--- src/rtl/seq_pkg.sv ---
// Shared types and constants for the five-phase sequencer: FSM states,
// phase indices and a one-hot helper used by the top and by consumers.
package seq_pkg;

  typedef enum logic [1:0] {
    IDLE   = 2'd0,
    RUN    = 2'd1,
    STEP   = 2'd2,
    HALTED = 2'd3
  } seq_state_t;

  localparam int NUM_PHASES = 5;

  localparam logic [2:0] PH_P1 = 3'd0;
  localparam logic [2:0] PH_P2 = 3'd1;
  localparam logic [2:0] PH_P3 = 3'd2;
  localparam logic [2:0] PH_P4 = 3'd3;
  localparam logic [2:0] PH_P5 = 3'd4;

  // One-hot decode of a phase index (0..4) onto the five phase lines.
  function automatic logic [NUM_PHASES-1:0] phase_onehot(input logic [2:0] ph);
    phase_onehot = NUM_PHASES'(1) << ph;
  endfunction

endpackage

--- src/rtl/phase_sequencer_if.sv ---
// Control/timing bundle between the phase sequencer and the processor.
// master = sequencer side (drives phase/strobe/fill), slave = consumer side
// (drives exec/step/halt). instr_count exists only with PHASE_SEQ_PERF_EN.
// There is no valid/ready handshake here: exec and step are level inputs
// that the sequencer synchronizes itself, halt is sampled on the last clock
// of P5, and every output is a registered level valid on every clock.
interface phase_sequencer_if;
  import seq_pkg::*;

  logic                  exec;
  logic                  step;
  logic                  halt;
  logic [2:0]            phase;
  logic [NUM_PHASES-1:0] phase_bus;
  logic [NUM_PHASES-1:0] fill_bus;
  logic                  running;
  logic                  halted;
  seq_state_t            state;      // debug view of the FSM
`ifdef PHASE_SEQ_PERF_EN
  logic [15:0]           instr_count;

  modport master (
    input  exec, step, halt,
    output phase, phase_bus, fill_bus, running, halted, state, instr_count
  );
  modport slave (
    output exec, step, halt,
    input  phase, phase_bus, fill_bus, running, halted, state, instr_count
  );
`else
  modport master (
    input  exec, step, halt,
    output phase, phase_bus, fill_bus, running, halted, state
  );
  modport slave (
    output exec, step, halt,
    input  phase, phase_bus, fill_bus, running, halted, state
  );
`endif

endinterface

--- src/rtl/sync_edge.sv ---
// Two-flop synchronizer for an asynchronous level input followed by a
// registered rising-edge detector: one-clock pulse 3 clocks after the edge.
module sync_edge (
  input  logic clock,
  input  logic reset,
  input  logic d_i,
  output logic pulse_o
);

  logic meta_q, sync_q, prev_q, pulse_q;

  // Synchronize, remember the previous synchronized level, register the edge.
  always_ff @(posedge clock or posedge reset) begin
    if (reset) begin
      meta_q  <= 1'b0;
      sync_q  <= 1'b0;
      prev_q  <= 1'b0;
      pulse_q <= 1'b0;
    end else begin
      meta_q  <= d_i;
      sync_q  <= meta_q;
      prev_q  <= sync_q;
      pulse_q <= sync_q & ~prev_q;
    end
  end

  assign pulse_o = pulse_q;

endmodule

--- src/rtl/phase_sequencer.sv ---
// Five-phase (P1..P5) timing generator with run/stop, single-step and halt.
// All outputs are registered copies of next-state decode, so phase_bus is
// glitch-free and may be used as a clock by the datapath.
// Optional retired-instruction counter: define PHASE_SEQ_PERF_EN.
// PHASE_CYCLES must be even and >= 2; 1 <= STROBE_CYCLES < PHASE_CYCLES.
module phase_sequencer
  import seq_pkg::*;
#(
  parameter int PHASE_CYCLES  = 2,
  parameter int STROBE_CYCLES = 1
) (
  input  logic               clock,
  input  logic               reset,
  phase_sequencer_if.master  bus
);

  localparam int CCW = (PHASE_CYCLES > 2) ? $clog2(PHASE_CYCLES) : 1;
  localparam logic [CCW-1:0] CC_LAST = CCW'(PHASE_CYCLES - 1);
  localparam logic [CCW-1:0] CC_STB  = CCW'(PHASE_CYCLES - STROBE_CYCLES);

  logic                  exec_pulse, step_pulse;
  seq_state_t            state_q, state_d;
  logic [CCW-1:0]        cc_q, cc_d;
  logic [2:0]            ph_q, ph_d;
  logic                  stop_pend_q, stop_pend_d;
  logic [NUM_PHASES-1:0] fill_q, fill_d;
  logic [NUM_PHASES-1:0] pb_q, pb_d;
  logic                  running_q, running_d;
  logic                  halted_q, halted_d;
  logic                  last_clk, retire;

  sync_edge u_exec_sync (.clock(clock), .reset(reset), .d_i(bus.exec), .pulse_o(exec_pulse));
  sync_edge u_step_sync (.clock(clock), .reset(reset), .d_i(bus.step), .pulse_o(step_pulse));

  // Next-state, phase counter and output decode; outputs derive from the
  // next state so their registers line up with the state registers.
  always_comb begin
    state_d     = state_q;
    cc_d        = cc_q;
    ph_d        = ph_q;
    stop_pend_d = stop_pend_q;
    last_clk    = (cc_q == CC_LAST) && (ph_q == PH_P5);
    retire      = 1'b0;

    case (state_q)
      IDLE: begin
        cc_d = '0;
        ph_d = PH_P1;
        if (exec_pulse)      state_d = RUN;
        else if (step_pulse) state_d = STEP;
      end
      RUN, STEP: begin
        if (state_q == RUN && exec_pulse) stop_pend_d = 1'b1;
        if (cc_q == CC_LAST) begin
          cc_d = '0;
          ph_d = (ph_q == PH_P5) ? PH_P1 : ph_q + 3'd1;
        end else begin
          cc_d = cc_q + CCW'(1);
        end
        // Exits only at the end of P5, so an instruction is never cut short.
        if (last_clk) begin
          retire = 1'b1;
          if (bus.halt) begin
            state_d     = HALTED;
            stop_pend_d = 1'b0;
          end else if (state_q == STEP || stop_pend_q) begin
            state_d     = IDLE;
            stop_pend_d = 1'b0;
          end
        end
      end
      HALTED: begin
        cc_d = '0;
        ph_d = PH_P1;
      end
      default: begin
        state_d     = IDLE;
        cc_d        = '0;
        ph_d        = PH_P1;
        stop_pend_d = 1'b0;
      end
    endcase

    running_d = (state_d == RUN) || (state_d == STEP);
    halted_d  = (state_d == HALTED);
    fill_d    = running_d ? phase_onehot(ph_d) : '0;
    pb_d      = (running_d && (cc_d >= CC_STB)) ? phase_onehot(ph_d) : '0;
  end

  // State, phase counter and registered outputs; reset drops everything.
  always_ff @(posedge clock or posedge reset) begin
    if (reset) begin
      state_q     <= IDLE;
      cc_q        <= '0;
      ph_q        <= PH_P1;
      stop_pend_q <= 1'b0;
      fill_q      <= '0;
      pb_q        <= '0;
      running_q   <= 1'b0;
      halted_q    <= 1'b0;
    end else begin
      state_q     <= state_d;
      cc_q        <= cc_d;
      ph_q        <= ph_d;
      stop_pend_q <= stop_pend_d;
      fill_q      <= fill_d;
      pb_q        <= pb_d;
      running_q   <= running_d;
      halted_q    <= halted_d;
    end
  end

  assign bus.phase     = ph_q;
  assign bus.phase_bus = pb_q;
  assign bus.fill_bus  = fill_q;
  assign bus.running   = running_q;
  assign bus.halted    = halted_q;
  assign bus.state     = state_q;

`ifdef PHASE_SEQ_PERF_EN
  logic [15:0] count_q;

  // Count every completed P5 in RUN or STEP, the halting one included.
  always_ff @(posedge clock or posedge reset) begin
    if (reset)       count_q <= '0;
    else if (retire) count_q <= count_q + 16'd1;
  end

  assign bus.instr_count = count_q;
`else
  logic unused_retire;
  assign unused_retire = retire;
`endif

endmodule

--- src/flat_wrapper.sv ---
// flat-port wrapper written by rule: the top's interface ports become plain ports
module phase_sequencer_flat import seq_pkg::*;
#(
  parameter int PHASE_CYCLES  = 2,
  parameter int STROBE_CYCLES = 1
)
  (clock, reset, bus_exec, bus_step, bus_halt, bus_phase, bus_phase_bus, bus_fill_bus, bus_running, bus_halted, bus_state);
  phase_sequencer_if bus_i ();
  input  logic clock;
  input  logic reset;
  input wire logic [$bits(bus_i.exec)-1:0] bus_exec;
  input wire logic [$bits(bus_i.step)-1:0] bus_step;
  input wire logic [$bits(bus_i.halt)-1:0] bus_halt;
  output wire logic [$bits(bus_i.phase)-1:0] bus_phase;
  output wire logic [$bits(bus_i.phase_bus)-1:0] bus_phase_bus;
  output wire logic [$bits(bus_i.fill_bus)-1:0] bus_fill_bus;
  output wire logic [$bits(bus_i.running)-1:0] bus_running;
  output wire logic [$bits(bus_i.halted)-1:0] bus_halted;
  output wire logic [$bits(bus_i.state)-1:0] bus_state;
  assign bus_i.exec = bus_exec;
  assign bus_i.step = bus_step;
  assign bus_i.halt = bus_halt;
  assign bus_phase = bus_i.phase;
  assign bus_phase_bus = bus_i.phase_bus;
  assign bus_fill_bus = bus_i.fill_bus;
  assign bus_running = bus_i.running;
  assign bus_halted = bus_i.halted;
  assign bus_state = bus_i.state;
  phase_sequencer #(.PHASE_CYCLES(PHASE_CYCLES), .STROBE_CYCLES(STROBE_CYCLES)) u_core (.clock(clock), .reset(reset), .bus(bus_i));
endmodule
--- config.mk ---
export PLATFORM = sky130hd
export DESIGN_NAME = phase_sequencer_flat
export DESIGN_NICKNAME = d
export VERILOG_FILES = /design/src/rtl/seq_pkg.sv /design/src/rtl/phase_sequencer_if.sv /design/src/rtl/sync_edge.sv /design/src/rtl/phase_sequencer.sv /design/src/flat_wrapper.sv
export SDC_FILE = /design/constraint.sdc
export NUM_CORES = 1
export LEC_CHECK = 0
export CORE_AREA = 2 2 56 58
export DETAILED_ROUTE_END_ITERATION = 10
export DIE_AREA = 0 0 58 60
export HOLD_SLACK_MARGIN = 0.1
export SYNTH_ARGS = -nofsm -noshare
export SYNTH_HDL_FRONTEND = slang
export SYNTH_SLANG_ARGS = --single-unit
--- constraint.sdc ---
create_clock -name clock -period 6.76 [get_ports clock]
set_clock_uncertainty 0.2 [all_clocks]
set_input_delay 1.69 -clock clock [delete_from_list [all_inputs] [get_ports clock]]
set_output_delay 1.69 -clock clock [all_outputs]
set_load 0.01 [all_outputs]
Yosys cells after proc, flatten, opt, wreduce, memory -nomap -nowiden
Index checks and enable logic that the tools add are counted.
Storage, ports and cells
  logic and storage cells: 56
  register bits: 27
Operators by class
  shift operators: 1
  equality and inequality tests: 7
  reductions and logical operators: 8
  magnitude comparators: 1
  mux-type cells: 17
  bitwise logic cells: 4
  $add $sub $neg: 2
Operator list (count)
  $mux W2: 5
  $mux W5: 2
  $eq A2 B2 Y1 const B: 4
  $mux W3: 2
  $pmux W3 S2: 1
  $mux W1: 5
  $shl A1 B3 Y5 const A: 1
  $eq A2 B1 Y1 const B: 2
  $pmux W2 S2: 1
  $reduce_or A2 Y1: 2
  $add A3 B1 Y3 const B: 1
  $eq A3 B3 Y1 const B: 1
  $logic_and A1 B1 Y1: 3
  $and A1 B1 Y1: 2
  $logic_not A2 Y1: 1
  $logic_or A1 B1 Y1: 2
  $not A1 Y1: 2
  $pmux W1 S2: 1
  $add A1 B1 Y1 const B: 1
  $ge A1 B1 Y1 const B: 1

Depth between registers and ports, before layout
Gate-level depths: netlist (run 1).
  depth after elaboration: 10
  depth in mapped cells: 9

Modules after synthesis
Synthesis (run 1) repeated with hierarchy kept, for this count alone.
Unflattened totals
  cell total of the unflattened synthesis: 92
  area, all modules: 1107.3 um^2
By module, submodules not included
  phase_sequencer: area each 872.1 um^2, cells each 80, times used 1, sequential area each 475.5 um^2
  sync_edge: area each 117.6 um^2, cells each 6, times used 2, sequential area each 100.1 um^2

Worst setup path after synthesis (run 1)
No wires, ideal clock.
  path type: input to register
  start point: in bus_halt
  end point: reg u_core.pb_q[4] (netlist: u_core.bus.phase_bus[4])
  required time: 6.459 ns
  stages: 5
  setup slack: 3.736 ns
  buffers on the path: 0
  data arrival time: 2.723 ns
  path through: or3b_2 -> nand3_1 -> ha_1 -> nand2b_4 -> nor4_1
On the way
  longest elaborated chain between the ends: 7
  elaborated cells on any way between the ends: 8
  those cells by class: 2 x eq/ne; 4 x mux; 2 x reduce/logical
Ends and longest elaborated chain
  start, declared: line flat_wrapper.sv:13  | input wire logic [$bits(bus_i.halt)-1:0] bus_halt;
  $mux W2 (*): line phase_sequencer.sv:63  | if (bus.halt) begin
  $mux W2 (*): line phase_sequencer.sv:61  | if (last_clk) begin
  $pmux W2 S2 (*): line phase_sequencer.sv:45  | case (state_q)
  via u_core.state_d[1]: line phase_sequencer.sv:22  | seq_state_t state_q, state_d;
  $eq A2 B1 Y1 or $eq A2 B2 Y1 (tied branches): line phase_sequencer.sv:84  | running_d = (state_d == RUN) || (state_d == STEP);
  $logic_or A1 B1 Y1 (*): line phase_sequencer.sv:84
  via u_core.running_d: line phase_sequencer.sv:28  | logic running_q, running_d;
  $logic_and A1 B1 Y1 (*): line phase_sequencer.sv:87  | pb_d = (running_d && (cc_d >= CC_STB)) ? phase_onehot(ph_d) : '0;
  $mux W5 (*): line phase_sequencer.sv:87
  via u_core.pb_d[4]: line phase_sequencer.sv:27  | logic [NUM_PHASES-1:0] pb_q, pb_d;
  end signal, assigned: line phase_sequencer.sv:107  | pb_q <= pb_d;
  end, declared: line phase_sequencer.sv:27
The timed path passes the listed nets; every way through them passes the cells marked *.
A chain may end at the register's enable or synchronous reset.

Worst setup path in the final report (run 1)
  start point: reg u_core.ph_q[0] (netlist: u_core.bus.phase[0])
  end point: out bus_phase[0]
RTL lines
  start, declared: line phase_sequencer.sv:24  | logic [2:0] ph_q, ph_d;
  start signal, assigned: line phase_sequencer.sv:104  | ph_q <= ph_d;
  end, declared: line flat_wrapper.sv:14  | output wire logic [$bits(bus_i.phase)-1:0] bus_phase;
No word-level cell between the ends.

==> results of run 1 <==
final cells by class:
| type | instances | area share, % |
|---|---|---|
| inverter | 7 | 2.08 |
| sequential | 27 | 48.8 |
| tap | 33 | 2.98 |
| clock buffer | 4 | 1.90 |
| timing repair buffer | 21 | 15.2 |
| multi-input combinational | 51 | 29.1 |
synthesized netlist by cell type, drive strengths merged, types with 2 or more instances:
master and n:
nand3 4, inv 7, nand2 3, nor2 4, nor2b 6, nor3 5
ha 7, a21boi 2, nand2b 4, nor4 2, dfrtp 27
logic make-up (layout without fill, tap and decap cells):
family	count (synthesis)	in the layout	share of synthesized area [%]
adder cells (fa/ha/maj)	7	7	7.86
AO/OA/AOI/OAI	8	8	5.50
multiplexers	1	1	0.898
flip-flops	27	27	60.6
buffers and inverters	8	32	3.26
AND/OR/NAND/NOR	35	35	21.9
power groups by stage:
stage                     sequential (mW)  clock [mW]  combinational, mW
after global routing                0.166      0.0774            0.00732
after detailed placement            0.169           0            0.00667
after global placement              0.168           0            0.00658
final                               0.165      0.0660            0.00625
after CTS                           0.166      0.0708            0.00666
after floorplan                     0.168           0            0.00337
layer usage:
metal | share of wire [%] | GRT usage [%] | vias to the layer above | routed length, µm
li1 | - | - | 341 | -
met1 | 46 | 16.8 | 361 | 868
met2 | 48 | 20.8 | 15 | 897
met3 | 3.8 | 2.38 | 4 | 71
met4 | 2.2 | 7.97 | 0 | 42
met5 | 0 | 0 | - | 0
per-stage QoR:
step,std cells,setup slack [ns]
global placement,139,3.13
finish,143,3.39
global route,143,3.30
detailed placement,139,3.12
floorplan,86,3.74
CTS,143,3.37
worst max-delay path by stage:
stage | cells past startpoint | to | start
4_1_cts | 1 | bus_phase[0] | u_core.bus.phase[0]
3_3_place_gp | 6 | u_core.bus.phase_bus[4] | bus_halt
2_1_floorplan | 5 | u_core.bus.phase_bus[4] | bus_halt
3_5_place_dp | 6 | u_core.bus.phase_bus[4] | bus_halt
6_report | 1 | bus_phase[0] | u_core.bus.phase[0]
5_1_grt | 1 | bus_phase[0] | u_core.bus.phase[0]
state kept, by name (all words and copies together) (netlist names), 2 cells and up:
register and cells:
u_core.bus.phase_bus 5, u_core.bus.phase 3, u_core.bus.state 2, u_core.bus.fill_bus 5
==> impl_metrics.tcl, run 1 <==
set metrics [dict create \
    dp_hpwl_um 1380 \
    max_slew_margin_pct 36.5 \
    die_h_um 60 \
    postLayoutCellArea_um2 1390 \
    power_frac_comb_pct 2.6 \
    switchingPower_uw 47.7 \
    intPower_uw 190 \
    cp_max_fo 8 \
    grtUsageTotal_pct 13.1 \
    rows 20 \
    portBuffers 21 \
    initial_core_util_pct 38.4 \
    rsz0062_at_grt "no" \
    r2r_cells 8 \
    cts.path.max_buffers 2 \
    cts_buffers 3 \
    worst-path-buf-inv 1 \
    rr_endpoint "u_core.bus.phase_bus[2]" \
    syn-num-nets 98 \
    power_frac_clock_pct 27.8 \
    syn-instance-count 86 \
    swShare_pct 20.1 \
    multi_input_area_um2 403 \
    reg2reg_from "u_core.bus.state[1]" \
    dieArea_um2 3480 \
    whs_ns 0.161 \
    hold_path_depth 0 \
    layout_commonest_cell "dfrtp_1" \
    worstSkewPairLatency_ns 0.32 \
    wl_um 1880 \
    drtAntennaViolNets 0 \
    cts-root-buf "clkbuf_4" \
    post_cts_resize_count 0 \
    hold_path_class "flip-flop to flip-flop" \
    hold_start "u_core.u_step_sync.meta_q" \
    area_delta_synth_final_pct 24.2 \
    ys.flop_type "dfrtp_1" \
    antennaDiodeCount 0 \
    fmax_mhz 296 \
    drtIter0Drc 12 \
    worstPathCellList "clkdlybuf4s50_1" \
    netlist_area_um2 1110 \
    cts.sinks 27 \
    syn_avg_cell_area_um2 13.0 \
    first_pass_iters 4 \
    arrival_ns 1.48 \
    postCtsHoldBufs 0 \
    critPathMaxStageDelay_ns 0.61 \
    r2r_setup_slack_ns 4.15 \
    power_leakage_nw 0.609 \
    die_x_um 58 \
    max_cap_viol_count 0 \
    synth_area_leaders "dfrtp_1 (61%), ha_1 (7.9%), nor2b_1 (3.4%), nand2b_4 (2.5%), inv_1 (2.0%)" \
    grt_pass1_wl_um 3370 \
    tns_ns 0 \
    fin_util_pct 47.7 \
    slew_viol_final 0 \
    crit_path_start_kind "flip-flop" \
    viasPerCell 5.04 \
    hold_violations 0 \
    crit_required_ns 4.87 \
    grt_pass1_vias 763 \
    power_density_nw_per_um2 172 \
    grt_start_max_net_pins 28 \
    layout-drive-gt1-share_pct 11.8 \
    finalCriticalPeriod_ns 3.37 \
    worst_slew_pin_slew_ns 0.951 \
    synth_cell_types 31 \
    drc 0 \
    total_power_uw 238 \
    ys_seq_area_share_pct 60.6 \
    fin_crit_sh_pct 49.9 \
    seq_area_um2 676 \
    vias 721 \
    cts_max_level 1 \
    overflow 0 \
    p_seq_share_pct 69.6 \
    drt-wirelength-per-cell_um 13.1 \
    placed_area_um2 1360 \
    crit_family "buffers and inverters" \
    antenna_found_initial 0 \
    ys_seq_elements 27 \
    post_cts_buffers 0 \
    hold_end "u_core.u_step_sync.sync_q" \
    critPathKind "flip-flop to primary output" \
    status "complete, no violations" \
    slowest_stage "clkdlybuf4s50_1" \
    clk_pin_slew_ns 0.13 \
    synthArstFlopShare_pct 100 \
    cts_tree "built" \
    ir_drop_mv 0.118 \
    core_um2 2900 \
    synth_edf_count 0 \
    yosys_warnings 0 \
    setup_viol 0 \
    fill_cells 265 \
    synth.top_cell.area_share_pct 60.6 \
    pin_count 22 \
    gp_congestion 0.815 \
    worstSetupEndpointType "primary output" \
    yosysTopAreaCell "dfrtp_1" \
    nNetsFinal 123 \
    final_cell_mix "dfrtp_1 (27), clkdlybuf4s50_1 (21), ha_1 (7)" \
]
(Power assumes the default switching activity.)
==> inputs of run 2 (changes only) <==
==> constraint.sdc (replaced) <==
create_clock -name clock -period 3.45 [get_ports clock]
set_clock_uncertainty 0.2 [all_clocks]
set_input_delay 0.8625 -clock clock [delete_from_list [all_inputs] [get_ports clock]]
set_output_delay 0.8625 -clock clock [all_outputs]
set_load 0.01 [all_outputs]
==> run 2 against run 1 <==
Against the previous run: combinational power increased by 110%; sequential power increased by 96%; cell area increased by 0.63%; clock power increased by 97%; die area unchanged; via count decreased by 1.8%; core utilization increased by 0.30 points; final cell count increased by 0.70%; routed wire length increased by 2.1%; critical endpoint is now u_core.bus.phase_bus[4].
==> impl_metrics.tcl, run 2 (same netlist as run 1, synthesis figures left out) <==
set metrics [dict create \
    rsz0062_at_grt "no" \
    switchingPower_uw 96.3 \
    setup_viol 0 \
    dieArea_um2 3480 \
    max_cap_viol_count 0 \
    post_cts_buffers 0 \
    antenna_found_initial 0 \
    intPower_uw 371 \
    wl_met3_um 70 \
    status "complete, no violations" \
    grt_start_max_net_pins 28 \
    layout-drive-gt1-share_pct 13.5 \
    core_um2 2900 \
    finalCriticalPeriod_ns 2.60 \
    placed_area_um2 1370 \
    worstSetupEndpointType "flip-flop" \
    layout_commonest_cell "dfrtp_1" \
    multi_input_area_um2 403 \
    hold_violations 0 \
    viasPerCell 4.92 \
    final_cell_mix "dfrtp_1 (27), clkdlybuf4s50_1 (21), ha_1 (7)" \
    postCtsHoldBufs 0 \
    power_leakage_nw 0.617 \
    cts.sinks 27 \
    drtAntennaViolNets 0 \
    cts_buffers 3 \
    p_seq_share_pct 69.3 \
    critPathKind "flip-flop to flip-flop" \
    power_frac_clock_pct 27.8 \
    cts.path.max_buffers 2 \
    grt_pass1_wl_um 3430 \
    fin_crit_sh_pct 75.5 \
    arrival_ns 2.63 \
    whs_ns 0.163 \
    grtUsageTotal_pct 12.9 \
    fill_cells 263 \
    overflow 0 \
    gp_congestion 0.817 \
    first_pass_iters 4 \
    clk_pin_slew_ns 0.14 \
    postLayoutCellArea_um2 1390 \
    power_density_nw_per_um2 335 \
    drtIter0Drc 38 \
    crit_required_ns 3.47 \
    slew_viol_final 0 \
    antennaDiodeCount 0 \
    timing.final.ws_setup_ns 0.846 \
    reg2reg_from "u_core.bus.phase[0]" \
    initial_core_util_pct 38.4 \
    cts-root-buf "clkbuf_4" \
    post_cts_resize_count 0 \
    worstSkewPairLatency_ns 0.31 \
    worst_slew_pin_slew_ns 0.331 \
    max_slew_margin_pct 78.0 \
    power_frac_comb_pct 2.8 \
    cp_max_fo 8 \
    fmax_mhz 384 \
    hold_start "u_core.u_step_sync.meta_q" \
    ir_drop_mv 0.251 \
    pre_cts_ws_ns 0.653 \
    grt_pass1_vias 777 \
    portBuffers 21 \
    wl_met2_um 908 \
    routed.top_layer "met4" \
    crit_path_start_kind "flip-flop" \
    hold_path_class "flip-flop to flip-flop" \
    cts_tree "built" \
    pin_count 22 \
    area_delta_synth_final_pct 25.0 \
    swShare_pct 20.6 \
    seq_area_um2 676 \
    vias 708 \
    drc 0 \
    nNetsFinal 124 \
    wl_met1_um 919 \
    rows 20 \
    worstSetupStartpoint "u_core.bus.phase[0]" \
    die_h_um 60 \
    cts_max_level 1 \
    die_x_um 58 \
    wl_um 1920 \
    dp_hpwl_um 1360 \
    r2r_setup_slack_ns 0.85 \
    fin_util_pct 48.0 \
    tns_ns 0 \
    drt-wirelength-per-cell_um 13.3 \
]
[run 2: cell types whose count changed in the layout (fill, tap and decap cells not counted)]
| cell | previous run | this run |
|---|---|---|
| clkinv_2 | 0 | 1 |
| clkbuf_1 | 1 | 0 |
| buf_4 | 0 | 1 |
[run 2: power by group through the flow]
stage / clock (mW) / combinational (mW) / sequential, mW
2_1_floorplan: 0 / 0.00660 / 0.329
3_3_place_gp: 0 / 0.0138 / 0.330
3_5_place_dp: 0 / 0.0140 / 0.330
4_1_cts: 0.135 / 0.0140 / 0.324
5_1_grt: 0.151 / 0.0154 / 0.325
6_report: 0.130 / 0.0133 / 0.324
[run 2: area by class of cell]
| class | instances | area share (%) |
|---|---|---|
| flip-flops and latches | 27 | 48.5 |
| multi-input cells | 51 | 28.9 |
| repair buffers | 22 | 15.6 |
| well taps | 33 | 2.96 |
| inverters | 7 | 2.06 |
| clock buffers | 3 | 1.62 |
| clock inverters | 1 | 0.359 |
[run 2: worst max-delay path, cell delays in order (launching register included)]
cell       delay, ns
dfrtp_1         0.52
inv_1           0.13
ha_1            0.23
o2111ai_1       0.12
and2_1          0.20
o31ai_1         0.25
nand3_1         0.14
ha_1            0.38
nand2b_4        0.11
nor4_1          0.24
[run 2: final timing paths]
kind                                         endpoint  depth (start not counted)
hold / removal              u_core.u_step_sync.sync_q                          0
setup reg to reg              u_core.bus.phase_bus[4]                          9
setup / recovery              u_core.bus.phase_bus[4]                          9
max in group asynchronous  u_core.u_step_sync.pulse_o                          3
min in group asynchronous      u_core.bus.fill_bus[0]                          3
hold reg to reg             u_core.u_step_sync.sync_q                          0
[run 2: through the flow]
step / power [mW] / cells
final: 0.467 / 144
after global routing: 0.492 / 144
after CTS: 0.473 / 144
after detailed placement: 0.344 / 140
after global placement: 0.344 / 140
after floorplan: 0.336 / 86
[run 2: metal layers]
layer,global-route usage [%],up-vias
li1,-,343
met1,17.2,348
met2,21.4,15
met3,2.60,2
met4,3.65,0
met5,0,-
